===== config.mk =====
export PLATFORM = sky130hd
export DESIGN_NAME = sdram_request_adapter
export DESIGN_NICKNAME = d
export VERILOG_FILES = /design/src/rtl/sdram_adapter_pkg.sv /design/src/rtl/sdram_request_fifo.sv /design/src/rtl/sdram_request_adapter.sv
export SDC_FILE = /design/constraint.sdc
export NUM_CORES = 1
export LEC_CHECK = 0
export ABC_AREA = 1
export CORE_ASPECT_RATIO = 1.4
export CORE_UTILIZATION = 47
export CTS_CLUSTER_DIAMETER = 150
export DETAILED_ROUTE_END_ITERATION = 6
export MAX_ROUTING_LAYER = met4
export PLACE_DENSITY = 0.76
export RECOVER_POWER = 100
export SETUP_SLACK_MARGIN = 0.2
export SKIP_LAST_GASP = 1
export SYNTH_ARGS = -nofsm -noshare
export SYNTH_HDL_FRONTEND = slang
export SYNTH_SLANG_ARGS = --single-unit

===== constraint.sdc =====
create_clock -name clk -period 5.8 [get_ports clk]
set_input_delay 1.16 -clock clk [delete_from_list [all_inputs] [get_ports clk]]
set_output_delay 1.16 -clock clk [all_outputs]
set_load 0.005 [all_outputs]

===== src/rtl/sdram_adapter_pkg.sv =====
// Shared types for the SDRAM request adapter: controller command encoding,
// adapter FSM states and the buffered request record.
package sdram_adapter_pkg;

    localparam int unsigned DefaultAddressWidth = 22;
    localparam int unsigned DefaultDataWidth    = 16;

    // Encoding expected on the controller's level-held command input.
    typedef enum logic [1:0] {
        CmdIdle  = 2'd0,
        CmdWrite = 2'd1,
        CmdRead  = 2'd2
    } sdram_command_t;

    typedef enum logic [1:0] {
        StIdle,
        StIssue,
        StGap
    } adapter_state_t;

    // Request record at the default widths. The top builds an equivalent
    // record at its own parameterised widths.
    typedef struct packed {
        logic                           write;
        logic [DefaultAddressWidth-1:0] address;
        logic [DefaultDataWidth-1:0]    data;
    } sdram_request_t;

    function automatic logic is_pow2(input int unsigned value);
        return (value != 0) && ((value & (value - 1)) == 0);
    endfunction

endpackage


===== src/rtl/sdram_request_fifo.sv =====
// Synchronous request FIFO with head-of-queue lookahead. Depth must be a
// power of two so the pointers wrap without extra compare logic.
module sdram_request_fifo
    import sdram_adapter_pkg::*;
#(
    parameter int unsigned FIFO_DEPTH = 4,
    parameter type         entry_t    = sdram_request_t
) (
    input  logic                        clk,
    input  logic                        reset,
    input  logic                        push_i,
    input  entry_t                      push_entry_i,
    input  logic                        pop_i,
    output entry_t                      head_o,
    output logic                        full_o,
    output logic                        empty_o,
    output logic [$clog2(FIFO_DEPTH):0] count_o
);

    localparam int unsigned PtrW = $clog2(FIFO_DEPTH);
    localparam int unsigned CntW = PtrW + 1;

    entry_t          mem_q [FIFO_DEPTH];
    logic [PtrW-1:0] wr_ptr_q, wr_ptr_d;
    logic [PtrW-1:0] rd_ptr_q, rd_ptr_d;
    logic [CntW-1:0] count_q, count_d;
    logic            push_ok;
    logic            pop_ok;

    assign full_o  = (count_q == CntW'(FIFO_DEPTH));
    assign empty_o = (count_q == '0);
    assign count_o = count_q;
    assign head_o  = mem_q[rd_ptr_q];

    // Overflow/underflow requests are dropped rather than corrupting pointers.
    assign push_ok = push_i && !full_o;
    assign pop_ok  = pop_i && !empty_o;

    // Next-state pointers and occupancy.
    always_comb begin
        wr_ptr_d = wr_ptr_q;
        rd_ptr_d = rd_ptr_q;
        count_d  = count_q;
        if (push_ok) begin
            wr_ptr_d = wr_ptr_q + PtrW'(1);
        end
        if (pop_ok) begin
            rd_ptr_d = rd_ptr_q + PtrW'(1);
        end
        unique case ({push_ok, pop_ok})
            2'b10:   count_d = count_q + CntW'(1);
            2'b01:   count_d = count_q - CntW'(1);
            default: count_d = count_q;
        endcase
    end

    // Pointer and occupancy registers, cleared by reset.
    always_ff @(posedge clk) begin
        if (reset) begin
            wr_ptr_q <= '0;
            rd_ptr_q <= '0;
            count_q  <= '0;
        end else begin
            wr_ptr_q <= wr_ptr_d;
            rd_ptr_q <= rd_ptr_d;
            count_q  <= count_d;
        end
    end

    // Storage needs no reset; occupancy tracking guards every read.
    always_ff @(posedge clk) begin
        if (push_ok) begin
            mem_q[wr_ptr_q] <= push_entry_i;
        end
    end

endmodule


===== src/rtl/sdram_request_adapter.sv =====
// Client-side front end for the SDRAM controller: buffers valid/ready
// requests, drives the level-held command interface one request at a time
// with a mandatory idle cycle between commands, and returns a one-cycle
// response strobe per request in order.
// Optional: define SDRAM_ADAPTER_STATS_EN to add write_count/read_count.
module sdram_request_adapter
    import sdram_adapter_pkg::*;
#(
    parameter int unsigned ADDRESS_WIDTH = 22,
    parameter int unsigned DATA_WIDTH    = 16,
    parameter int unsigned FIFO_DEPTH    = 4
) (
    input  logic                     clk,
    input  logic                     reset,
    input  logic                     req_valid,
    output logic                     req_ready,
    input  logic                     req_write,
    input  logic [ADDRESS_WIDTH-1:0] req_address,
    input  logic [DATA_WIDTH-1:0]    req_data,
    output logic                     rsp_valid,
    output logic                     rsp_write,
    output logic [DATA_WIDTH-1:0]    rsp_data,
    output logic                     busy,
    output logic [1:0]               command,
    output logic [ADDRESS_WIDTH-1:0] data_address,
    output logic [DATA_WIDTH-1:0]    data_write,
    input  logic [DATA_WIDTH-1:0]    data_read,
    input  logic                     data_read_valid,
    input  logic                     data_write_done
`ifdef SDRAM_ADAPTER_STATS_EN
    ,
    output logic [31:0]              write_count,
    output logic [31:0]              read_count
`endif
);

    if (FIFO_DEPTH < 2 || !is_pow2(FIFO_DEPTH)) begin : g_bad_depth
        $fatal(1, "sdram_request_adapter: FIFO_DEPTH must be a power of two >= 2");
    end

    typedef struct packed {
        logic                     write;
        logic [ADDRESS_WIDTH-1:0] address;
        logic [DATA_WIDTH-1:0]    data;
    } req_entry_t;

    req_entry_t                  push_entry;
    req_entry_t                  fifo_head;
    logic                        fifo_full;
    logic                        fifo_empty;
    logic [$clog2(FIFO_DEPTH):0] fifo_count;
    logic                        fifo_push;
    logic                        fifo_pop;
    logic                        issue_done;

    adapter_state_t              state_q;
    sdram_command_t              cmd_q;
    logic [ADDRESS_WIDTH-1:0]    addr_q;
    logic [DATA_WIDTH-1:0]       wdata_q;
    logic                        rsp_valid_q;
    logic                        rsp_write_q;
    logic [DATA_WIDTH-1:0]       rsp_data_q;

    assign push_entry = '{write: req_write, address: req_address, data: req_data};
    assign req_ready  = !fifo_full;
    assign fifo_push  = req_valid && req_ready;
    assign fifo_pop   = (state_q == StIdle) && !fifo_empty;

    // Only the strobe matching the in-flight command type completes it.
    assign issue_done = (state_q == StIssue)
                     && (((cmd_q == CmdWrite) && data_write_done)
                      || ((cmd_q == CmdRead) && data_read_valid));

    sdram_request_fifo #(
        .FIFO_DEPTH (FIFO_DEPTH),
        .entry_t    (req_entry_t)
    ) u_fifo (
        .clk          (clk),
        .reset        (reset),
        .push_i       (fifo_push),
        .push_entry_i (push_entry),
        .pop_i        (fifo_pop),
        .head_o       (fifo_head),
        .full_o       (fifo_full),
        .empty_o      (fifo_empty),
        .count_o      (fifo_count)
    );

    // Issue FSM: pop -> hold command until its strobe -> one idle gap cycle.
    always_ff @(posedge clk) begin
        if (reset) begin
            state_q     <= StIdle;
            cmd_q       <= CmdIdle;
            addr_q      <= '0;
            wdata_q     <= '0;
            rsp_valid_q <= 1'b0;
            rsp_write_q <= 1'b0;
            rsp_data_q  <= '0;
        end else begin
            rsp_valid_q <= 1'b0;
            unique case (state_q)
                StIdle: begin
                    if (fifo_pop) begin
                        cmd_q   <= fifo_head.write ? CmdWrite : CmdRead;
                        addr_q  <= fifo_head.address;
                        wdata_q <= fifo_head.data;
                        state_q <= StIssue;
                    end
                end
                StIssue: begin
                    if (issue_done) begin
                        cmd_q       <= CmdIdle;
                        rsp_valid_q <= 1'b1;
                        rsp_write_q <= (cmd_q == CmdWrite);
                        rsp_data_q  <= (cmd_q == CmdWrite) ? '0 : data_read;
                        state_q     <= StGap;
                    end
                end
                StGap: begin
                    state_q <= StIdle;
                end
                default: begin
                    cmd_q   <= CmdIdle;
                    state_q <= StIdle;
                end
            endcase
        end
    end

    assign command      = cmd_q;
    assign data_address = addr_q;
    assign data_write   = wdata_q;
    assign rsp_valid    = rsp_valid_q;
    assign rsp_write    = rsp_write_q;
    assign rsp_data     = rsp_data_q;
    assign busy         = (fifo_count != '0) || (state_q != StIdle);

`ifdef SDRAM_ADAPTER_STATS_EN
    logic [31:0] write_count_q;
    logic [31:0] read_count_q;

    // Completion counters; they update on the same edge that raises rsp_valid.
    always_ff @(posedge clk) begin
        if (reset) begin
            write_count_q <= '0;
            read_count_q  <= '0;
        end else if (issue_done) begin
            if (cmd_q == CmdWrite) begin
                write_count_q <= write_count_q + 32'd1;
            end else begin
                read_count_q <= read_count_q + 32'd1;
            end
        end
    end

    assign write_count = write_count_q;
    assign read_count  = read_count_q;
`endif

endmodule

==> metrics <==
slack of the critical path=1.91 ns; syn nets=810; synthesized area per cell=11.6 sq um; maximum number of pins on one net before global-route repair=79; remaining global-route overflow=0; data required time of the critical path=5.85 ns; clock latency reported for the late side of the worst-skew pair=0.49 ns; post-route setup TNS=0 ns; number of CTS-inserted buffers=21; final slew viol count=40; type of the tightest min-delay check=reg -> reg; violations in the final reports=max-capacitance violations, max-slew violations; Iter 0 DRT Violations=367; measured slew at the worst slew-check pin=2.48 ns; Chip Height=162 um; biggest cell delay along the critical path=1.77 ns; starting density of the core=48.0%; proportion of layout cells with a drive suffix above 1=5.47%; Post-Syn Instances=744; largest vdd supply drop=310 uV; count of nets after finishing=912; gate family responsible for the most delay along the worst path=buffers and inverters; I/O pin count=120; Final Skew=0.0117 ns; tightest slew margin relative to the limit=-65.5%; final core utilization=58.5%; Die Area=18800 sq um; highest achievable clock rate=257 MHz; Worst EP arrival=3.94 ns; worst-path fanout max=39; Place WS=2.36 ns; global-route met3 utilization=3.40%; critical path class=in -> reg; vias in the first global route=5531; outcome=finished with violations; count of state elements after synthesis=225; buffer cell driving the clock tree root=clkbuf_16; Slowest-stage cell, CP=clkbuf_1; endpoint type of the worst setup path=register; wire length per cell after detailed routing=16.0 um; Power, Total=4730 uW; LEAKAGE=0.00377 uW; area growth from synthesis to layout=22.0%; post-detailed-routing wire length=17700 um; RSZ-0062 raised after global routing=false; clk buf depth=3; hold-fix buffers at CTS=0; Seq/Total Area, Yosys=70.5%; number of library cell types mapped by synthesis=29; number of maximum-capacitance constraint violations=1; core region area=17900 sq um; worst path bufs/invs=2; vias per cell=5.19; clock tree from TritonCTS=yes; type of origin of the critical path=input pin; global routing met2 resource utilization=34.6%; half-perimeter wire length of the detailed placement result=10200 um; CTS resizes=0; horizontal extent of the die=116 um; global-route wire length before repair=27200 um; power density cells=451 nW/um^2; number of failing hold endpoints at the final stage=0; Yosys warning total=0; post-detailed-route DRC marker count=0; setup violators final=0; WHS=0.458 ns; Antenna Violating Nets Remaining=0; Sinks on Clock Net=225; most utilized layer in the global route result=met2; ordered cell list for the critical path=dlygate4sd3_1 -> nand2_1 -> nor2_4 -> clkbuf_1; Std-Cell Rows=58; setup slack, reg-to-reg=2.53 ns; Total GRT Usage=19.3%; grt met1 use=21.0%; Post-CTS Setup Repair Bufs=0; routed vias=5715; CTS HTree Levels=1; placer's final routability congestion estimate=0.711; post-synthesis instance area=8600 sq um; initial antenna violation count=2; CTS clk-pin slew, worst paths=0.06 ns; number of detailed-routing iterations run before antenna repair=4; final worst-path cycle share=67.0%; min Tclk post-route=3.89 ns; buffers added on ports=119
synth_stat cells (all sizes together):
cell	count	share of area, %
a21oi	27	1.7
buf	30	3.1
clkbuf	13	0.64
dfxtp	69	16
edfxtp	156	54
fa	1	0.23
ha	5	0.73
inv	20	0.96
nand2	37	2.0
nand3	10	0.64
nand4	15	1.1
nor2	202	9.1
o21ai	159	9.3
state kept, by name, indices dropped and copies added, names as in the netlist, 2 cells and up, named ones only:
| register | cells |
|---|---|
| rsp_data | 16 |
| command | 2 |
| u_fifo.mem_q | 156 |
| u_fifo.wr_ptr_q | 2 |
| data_address | 22 |
| u_fifo.rd_ptr_q | 2 |
| state_q | 2 |
| u_fifo.count_o | 3 |
| data_write | 16 |
layout by cell type (no fill, tap or decap), types with 2 or more instances in the layout:
cell type        synthesis  routed
clkinv_2                 0       3
clkinv_1                 0       5
nand3_1                  9       9
a21oi_2                  3       2
inv_2                    2       2
clkbuf_16                0      21
edfxtp_1               156     156
clkbuf_1                 8       6
dlygate4sd3_1            0     101
nand2_1                 34      34
dfxtp_1                 69      68
nand2_4                  2       2
ha_1                     5       5
o21ai_1                111      75
a21oi_1                 24      25
nor2_4                   1       5
nor2_1                 199     196
nand4_1                 15      15
o21ai_0                 47      83
inv_1                   16      16
clkdlybuf4s50_1          0      18
bufinv_16                0       3
layer usage:
| metal | vias up | share of wire (%) |
|---|---|---|
| li1 | 2790 | - |
| met1 | 2715 | 38 |
| met2 | 174 | 52 |
| met3 | 36 | 6.8 |
| met4 | 0 | 2.7 |
| met5 | - | 0 |
final timing paths:
kind                startpoint                  to  cells after the start
min reg2reg          rsp_write           rsp_write                      2
min                  rsp_write           rsp_write                      2
max                  req_valid  u_fifo.mem_q[3][6]                      4
max reg2reg  u_fifo.count_o[0]  u_fifo.mem_q[3][6]                      5
worst min-delay path: stages (launching register included):
cell and delay (ns):
dfxtp_1 0.30, nand2_1 0.06, a21oi_1 0.05
cell type report:
| type | count | area, sq um |
|---|---|---|
| diodes | 1 | 2.50 |
| well taps | 240 | 300 |
| repair buffers | 122 | 1210 |
| clock buffers | 26 | 554 |
| clock inverters | 11 | 124 |
| multi-input cells | 456 | 2160 |
| inverters | 20 | 82.6 |
| fillers | 1449 | 7430 |
| flip-flops and latches | 225 | 6070 |
metrics by stage:
step	instances	area, sq um
final	1101	10500
after global routing	1101	10500
after CTS	1100	10500
after detailed placement	1063	9830
after global placement	1063	9830
after floorplan	744	8600
where the power goes:
part / switching, uW / total (uW) / internal, uW
registers: 111 / 2090 / 1970
clock network: 549 / 1360 / 809
logic: 821 / 1290 / 464
cells by family (layout without fill, tap and decap cells):
| logic type | after synthesis | in the layout | share of synthesized area, % |
|---|---|---|---|
| fa+ha+maj | 6 | 6 | 0.960 |
| compound gates | 186 | 186 | 11.0 |
| other cells | 0 | 1 | 0 |
| buf+inv | 63 | 179 | 4.66 |
| simple gates | 264 | 264 | 12.8 |
| flops | 225 | 225 | 70.5 |
Power figures use the tool's default switching activity.
